==> config.mk <==
export PLATFORM = sky130hd
export DESIGN_NAME = muldiv_unit
export DESIGN_NICKNAME = d
export VERILOG_FILES = /design/src/rtl/muldiv_unit.sv
export SDC_FILE = /design/constraint.sdc
export NUM_CORES = 1
export LEC_CHECK = 0
export CAP_MARGIN = 20
export CORE_AREA = 2 2 126 251
export CTS_BUF_LIST = sky130_fd_sc_hd__clkbuf_2 sky130_fd_sc_hd__clkbuf_4 sky130_fd_sc_hd__clkbuf_8
export DETAILED_ROUTE_END_ITERATION = 8
export DIE_AREA = 0 0 128 253
export PLACE_DENSITY = 0.77
export SYNTH_ARGS = -nofsm -noshare
export SYNTH_HDL_FRONTEND = slang
export SYNTH_SLANG_ARGS = --single-unit
==> constraint.sdc <==
create_clock -name clk -period 6.9 [get_ports clk]
set_input_delay 1.38 -clock clk [delete_from_list [all_inputs] [get_ports clk]]
set_output_delay 1.38 -clock clk [all_outputs]
set_load 0.02 [all_outputs]
==> src/rtl/muldiv_unit.sv <==
// Iterative radix-2 multiply/divide unit for the EX stage: one shift-add or
// restoring-divide step per cycle, with sign correction applied in a final cycle.
module muldiv_unit #(
    parameter int XLEN = 32
) (
    input  logic            clk,
    input  logic            reset,
    input  logic            start,
    input  logic [1:0]      op,
    input  logic [XLEN-1:0] a,
    input  logic [XLEN-1:0] b,
    input  logic            flush,
    output logic            busy,
    output logic            done,
    output logic [XLEN-1:0] hi,
    output logic [XLEN-1:0] lo,
    output logic            div_by_zero
);

    localparam int CW = (XLEN > 1) ? $clog2(XLEN) : 1;
    localparam logic [CW-1:0] LAST_CNT = CW'(XLEN - 1);

    typedef enum logic [1:0] {
        IDLE = 2'b00,
        RUN  = 2'b01,
        FIX  = 2'b10
    } state_t;

    state_t            stateR;
    state_t            stateNxtS;
    logic [CW-1:0]     cntR;
    // Upper half holds the partial product / remainder, lower half the
    // multiplier / quotient as it shifts.
    logic [2*XLEN-1:0] accR;
    logic [2*XLEN-1:0] accStepS;
    logic [XLEN-1:0]   opndR;
    logic [XLEN-1:0]   origAR;
    logic              isDivR;
    logic              negQR;
    logic              negRR;
    logic              bZeroR;

    logic              isSignedS;
    logic              acceptS;
    logic [XLEN-1:0]   absAS;
    logic [XLEN-1:0]   absBS;
    logic [XLEN:0]     mulSumS;
    logic [XLEN:0]     divShS;
    logic [XLEN:0]     divDiffS;
    logic              divGeS;
    logic [2*XLEN-1:0] prodS;
    logic [XLEN-1:0]   quoS;
    logic [XLEN-1:0]   remS;
    logic [XLEN-1:0]   resHiS;
    logic [XLEN-1:0]   resLoS;
    logic              resDbzS;

    // Operand magnitudes; only the signed ops (op[0]==0) look at sign bits.
    always_comb begin
        isSignedS = ~op[0];
        acceptS   = start & ~flush;
        if (isSignedS && a[XLEN-1]) begin
            absAS = ~a + XLEN'(1);
        end else begin
            absAS = a;
        end
        if (isSignedS && b[XLEN-1]) begin
            absBS = ~b + XLEN'(1);
        end else begin
            absBS = b;
        end
    end

    // Next-state logic; flush always returns to IDLE and beats a start.
    always_comb begin
        stateNxtS = stateR;
        case (stateR)
            IDLE: begin
                if (acceptS) begin
                    stateNxtS = RUN;
                end else begin
                    stateNxtS = IDLE;
                end
            end
            RUN: begin
                if (flush) begin
                    stateNxtS = IDLE;
                end else if (cntR == LAST_CNT) begin
                    stateNxtS = FIX;
                end else begin
                    stateNxtS = RUN;
                end
            end
            FIX:     stateNxtS = IDLE;
            default: stateNxtS = IDLE;
        endcase
    end

    // One multiply or divide iteration on the accumulator.
    always_comb begin
        mulSumS  = {1'b0, accR[2*XLEN-1:XLEN]} + (accR[0] ? {1'b0, opndR} : {(XLEN+1){1'b0}});
        divShS   = {accR[2*XLEN-1:XLEN], accR[XLEN-1]};
        divGeS   = (divShS >= {1'b0, opndR});
        divDiffS = divShS - {1'b0, opndR};
        if (isDivR) begin
            if (divGeS) begin
                accStepS = {divDiffS[XLEN-1:0], accR[XLEN-2:0], 1'b1};
            end else begin
                accStepS = {divShS[XLEN-1:0], accR[XLEN-2:0], 1'b0};
            end
        end else begin
            accStepS = {mulSumS, accR[XLEN-1:1]};
        end
    end

    // Sign correction and divide-by-zero override for the FIX write.
    always_comb begin
        prodS   = negQR ? (~accR + (2*XLEN)'(1)) : accR;
        quoS    = accR[XLEN-1:0];
        remS    = accR[2*XLEN-1:XLEN];
        resDbzS = 1'b0;
        if (isDivR) begin
            if (bZeroR) begin
                resHiS  = origAR;
                resLoS  = {XLEN{1'b1}};
                resDbzS = 1'b1;
            end else begin
                resHiS = negRR ? (~remS + XLEN'(1)) : remS;
                resLoS = negQR ? (~quoS + XLEN'(1)) : quoS;
            end
        end else begin
            resHiS = prodS[2*XLEN-1:XLEN];
            resLoS = prodS[XLEN-1:0];
        end
    end

    // State register with busy decoded from the next state.
    always_ff @(posedge clk or posedge reset) begin
        if (reset) begin
            stateR <= IDLE;
            busy   <= 1'b0;
        end else begin
            stateR <= stateNxtS;
            busy   <= (stateNxtS != IDLE);
        end
    end

    // Operand latch and iteration datapath.
    always_ff @(posedge clk or posedge reset) begin
        if (reset) begin
            cntR   <= '0;
            accR   <= '0;
            opndR  <= '0;
            origAR <= '0;
            isDivR <= 1'b0;
            negQR  <= 1'b0;
            negRR  <= 1'b0;
            bZeroR <= 1'b0;
        end else begin
            case (stateR)
                IDLE: begin
                    if (acceptS) begin
                        cntR   <= '0;
                        isDivR <= op[1];
                        negQR  <= isSignedS & (a[XLEN-1] ^ b[XLEN-1]);
                        negRR  <= isSignedS & a[XLEN-1];
                        bZeroR <= (b == {XLEN{1'b0}});
                        origAR <= a;
                        if (op[1]) begin
                            opndR <= absBS;
                            accR  <= {{XLEN{1'b0}}, absAS};
                        end else begin
                            opndR <= absAS;
                            accR  <= {{XLEN{1'b0}}, absBS};
                        end
                    end
                end
                RUN: begin
                    if (!flush) begin
                        accR <= accStepS;
                        cntR <= cntR + CW'(1);
                    end
                end
                default: begin
                end
            endcase
        end
    end

    // Result registers; only a non-flushed FIX cycle writes them.
    always_ff @(posedge clk or posedge reset) begin
        if (reset) begin
            hi          <= '0;
            lo          <= '0;
            div_by_zero <= 1'b0;
            done        <= 1'b0;
        end else begin
            done <= 1'b0;
            if (stateR == FIX && !flush) begin
                hi          <= resHiS;
                lo          <= resLoS;
                div_by_zero <= resDbzS;
                done        <= 1'b1;
            end
        end
    end

endmodule

Word level (Yosys, flattened, before mapping)
Index checks and enable logic that the tools add are counted.
Widths: inputs -> output; s select.
{"block": "word_totals", "reg_bits": 206, "elab_cells": 76}
{"block": "classes", "addsub": 8, "order_cmp": 1, "n_eq_ne": 5, "mux": 27, "bitwise_logic": 11, "n_reduce_logical": 10}
{"cell": "$mux 32", "count": 11}
{"cell": "$mux 64", "count": 5}
{"cell": "$add 32x1->32 const B", "count": 4}
{"cell": "$not 32->32", "count": 4}
{"cell": "$pmux 64 s2", "count": 1}
{"cell": "$add 64x1->64 const B", "count": 1}
{"cell": "$not 64->64", "count": 1}
{"cell": "$add 32x32->33", "count": 1}
{"cell": "$ge 33x32->1", "count": 1}
{"cell": "$logic_not 32->1", "count": 1}
{"cell": "$sub 32x32->32", "count": 1}
{"cell": "$mux 5", "count": 2}
{"cell": "$pmux 5 s2", "count": 1}
{"cell": "$add 5x1->5 const B", "count": 1}
{"cell": "$eq 5x5->1 const B", "count": 1}
{"cell": "$mux 1", "count": 4}
{"cell": "$mux 2", "count": 2}
{"cell": "$ne 2x2->1 const B", "count": 2}
{"cell": "$pmux 2 s2", "count": 1}
{"cell": "$reduce_bool 2->1", "count": 2}
{"cell": "$and 1x1->1", "count": 3}
{"cell": "$logic_and 1x1->1", "count": 3}
{"cell": "$reduce_and 3->1", "count": 1}
{"cell": "$eq 2x1->1 const B", "count": 1}
{"cell": "6 further kinds", "count": 7}

Logic depth before layout (Yosys ltp)
{"block": "logic_depth", "depth_word": 6, "depth_mapped": 14, "ltp_nobuf": 13}

Least setup slack after synthesis
No wires, ideal clock.
{"block": "synth_timing", "kind": "input -> register", "start": "input a[1]", "end": "register accR[28]", "setup_time_ns": 0.150, "t_arrival_ns": 3.804, "path_slack_ns": 2.946, "stages": 11, "n_path_buf": 0, "path_cell_list": "inv_1 -> ha_1 -> or4b_2 -> nor4_1 -> nand2_1 -> nor4_1 -> a21oi_1 -> xnor2_1 -> a21oi_1 -> o21ai_0 -> o311ai_0"}
{"block": "synth_via", "elab_chain_cells": 6}
{"element": "from (decl)", "line_no": "10", "text": "input logic [XLEN-1:0] a,"}
{"element": "$not 32->32", "line_no": "63", "text": "absAS = ~a + XLEN'(1);"}
{"element": "$add 32x1->32", "line_no": "63"}
{"element": "$mux 32", "line_no": "62", "text": "if (isSignedS && a[XLEN-1]) begin"}
{"element": "$mux 32", "line_no": "169", "text": "if (op[1]) begin"}
{"element": "$mux 64", "line_no": "162", "text": "if (acceptS) begin"}
{"element": "$pmux 64 s2", "line_no": "160", "text": "case (stateR)"}
{"element": "to (signal assigned)", "line_no": "171", "text": "accR <= {{XLEN{1'b0}}, absAS};"}
{"element": "to (signal assigned)", "line_no": "174", "text": "accR <= {{XLEN{1'b0}}, absBS};"}
{"element": "to (signal assigned)", "line_no": "180", "text": "accR <= accStepS;"}
{"element": "to (decl)", "line_no": "34", "text": "logic [2*XLEN-1:0] accR;"}
Every way passes these cells. The select of a mux whose other input is x is not followed.
A chain may end at the register's enable or synchronous reset.

Worst setup path after layout
{"block": "layout_timing", "start": "input a[0]", "end": "register accR[30]"}
The elaborated chain is that of the path after synthesis.

==> results.ini <==
[run_status]
status=completed

[clock_network]
cts_max_level=2
clockRootBuffer=clkbuf_8
clockBufferDepth=3
post_cts_buffers=0
numCtsBuffers=34
ctsResizeCount=0
cts.hold.buffers_added=0
cts_tree=yes
clk_pin_slew_worst_paths_ns=0.07
cts.sinks=206
clk_latency_ns=0.58

[detailed_routing]
via_per_inst=6.41
ant_nets=0
drt_iter0_drc=1933
via_count=16700
drt_wl_total_um=56500
drc_errors=0
wire_per_inst_um=21.7
dr.pass1.iters=7

[sta]
relSlewSlack_pct=23.9
worst_slack_ns=2.29
fin_crit_sh_pct=66.8
setup_violations=0
fmax_ghz=0.217
finalMaxSlewViolations=0
min_period_ns=4.61
rsz0062_at_grt=no
worst_pin_slew_ns=1.14
finalSetupTns_ns=0
finalHoldViolations=0
clock_skew_ns=0.0171

[global_routing]
overflow=0
grt_max_degree=134
grt_usage_pct=34.4
grt_pass1_vias=15500
antenna_found_initial=1
grt_pass1_wl_um=86700

[yosys]
seq_area_frac_synth_pct=31.0
ys_async_sr_fraction_pct=100
ys_types=75
syn_nets=2301
synthCells=2159
synth_edf_count=0
yosysWarnings=0
synth_top_area_share_pct=31.0
avgSynthCellArea_um2=7.70
synth.cell_area_um2=16600
ys_ff_latch=206
synth.largest_area_cell=dfrtp_1
synth_ff_type=dfrtp_1
synth_area_leaders=dfrtp_1 31%, nand2_1 7.4%, a21oi_1 6.2%

[floorplanning]
die-area_um2=32400
core-area_um2=30500
die_w_um=128
rows=91
initial_core_util_pct=54.5
chipHeight_um=253
ios=137

[setup_path]
worst_ep_required_time_ns=7.32
r2r_slack_ns=2.66
crit_type=in2reg
reg2reg_to=accR[57]$_DFFE_PP0P_
slowest_delay_ns=0.66
rr_startpoint=accR[0]$_DFFE_PP0P_
crit_chain=clkdlybuf4s50_1 > inv_1 > ha_1 > or4b_2 > nor4_1 > nand2_1 > nor4_1 > a21oi_1 > xnor2_1 > a21oi_1 > o21ai_0 > o311ai_0
endpoint_kind=register
critPathLaunchType=input pin
cp_data_arrival_time_ns=5.03
reg2reg_depth=13
crit_slowest_cell=or4b_2
path_max_fanout=6

[placement]
placedCellCount=2544
hpwl_um=42300
routabilityCongestion=1.02
portBuffers=136
dpl_worst_slack_ns=1.81

[min_path]
hp-class=reg2reg
min_to=origAR[20]$_DFFE_PP0P_
hold_depth=2
min-delay-start=origAR[20]$_DFFE_PP0P_

[final_layout]
drive_gt1_share_pct=6.04
fin_cells=2607
area_growth_pct=13.4
layout.nets=2351

[pwr]
vdd_drop_max_v=0.000280
p_leak_nw=8.10
p_per_area_nw_per_um2=375

[job]
drv_cap=0

-- worst max-delay path, delay by kind of cell --
kind | cells | cell delay (ns)
buffers and inverters | 2 | 0.65
AOI/OAI and AO/OA | 4 | 0.53
and+or+nand+nor | 4 | 2.01
adders and majority gates | 1 | 0.18
xor gates and xnor gates | 1 | 0.28
-- stage by stage --
stage	instance area [µm²]	hold WS (ns)	util [%]	total power, mW
after global routing	18900	0.499	61.8	7.53
after CTS	18800	0.480	61.7	6.96
after global placement	18100	0.454	59.3	5.67
after floorplan	16600	0.440	-	4.69
after detailed placement	18100	0.463	59.3	5.72
final	18900	0.474	61.8	7.08
-- Yosys cell counts, drive strengths merged, types with 14 or more instances --
library cell and number:
or4 18, nor3 46, a22oi 15, o21a 14, xnor2 100, nand4 17
dfrtp 206, a21o 32, buf 23, nand3 36, nor2b 20, clkbuf 120
nor4 20, o211ai 25, or3 18, inv 69, nor2 186, o21ai 204
a31oi 20, nand2b 14, nand2 330, a21oi 207, xor2 89, mux2i 52
mux2 14, o221ai 14, o31ai 30, ha 70
-- state kept, by name, indices dropped and copies added (netlist names) --
register and count:
bZeroR 1, negQR 1, hi 32, stateR 2, opndR 32, negRR 1, done 1, accR 64
cntR 5, isDivR 1, origAR 32, busy 1, lo 32, div_by_zero 1
-- logic make-up after synthesis --
logic type / count (synthesis) / share of synthesized area, %
compound gates: 657 / 24.0
xor+xnor: 189 / 9.95
fa+ha+maj: 72 / 5.51
buf+inv: 213 / 4.88
flops: 206 / 31.0
mux: 66 / 4.08
simple gates: 756 / 20.6
-- how the worst max path moves through the flow --
stage | slack (ns) | from | cells past startpoint | end
floorplan | 2.85 | reset | 1 | accR[0]$_DFFE_PP0P_
global route | 1.91 | a[0] | 12 | accR[30]$_DFFE_PP0P_
detailed placement | 1.81 | a[0] | 12 | accR[30]$_DFFE_PP0P_
finish | 2.29 | a[0] | 12 | accR[30]$_DFFE_PP0P_
CTS | 2.37 | a[0] | 12 | accR[30]$_DFFE_PP0P_
global placement | 1.95 | a[0] | 12 | accR[30]$_DFFE_PP0P_
-- where the power goes --
group | leakage (nW) | total [mW] | switching (mW) | internal, mW
Combinational | 5.04 | 3.87 | 2.33 | 1.55
Sequential | 2.66 | 1.98 | 0.546 | 1.43
Clock | 0.395 | 1.23 | 0.563 | 0.665
-- routing by layer --
metal  track usage, %  vias up  part of all wire [%]
met5                0        -                     0
met4             21.4        0                   7.1
met3             4.20      178                   8.5
met2             54.1      901                    46
met1             44.8     7868                    39
li1                 -     7751                     -
-- final cells by class --
type,instances,area [µm²]
Timing Repair Buffer,157,1540
Sequential cell,206,5160
Inverter,70,267
Multi-Input combinational cell,1740,10700
Antenna cell,1,2.50
Fill cell,2774,11700
Tap cell,372,465
Clock inverter,13,126
Clock buffer,48,623
-- cell usage in the layout (no fill, tap or decap), types with 15 or more instances in the layout --
master,count
nand2_1,329
buf_4,19
or4_1,15
clkbuf_8,42
clkdlybuf4s50_1,135
nor2_1,184
o21ai_0,193
nand4_1,17
o31ai_1,27
or3_1,16
nand3_1,36
xor2_1,89
a22oi_1,15
nor3_1,46
xnor2_1,100
a31oi_1,20
a21oi_1,207
a21o_1,32
nor2b_1,20
mux2i_1,52
inv_1,66
ha_1,70
nor4_1,20
o211ai_1,25
dfrtp_1,204
Note: power is estimated with default switching activity, not from simulation.
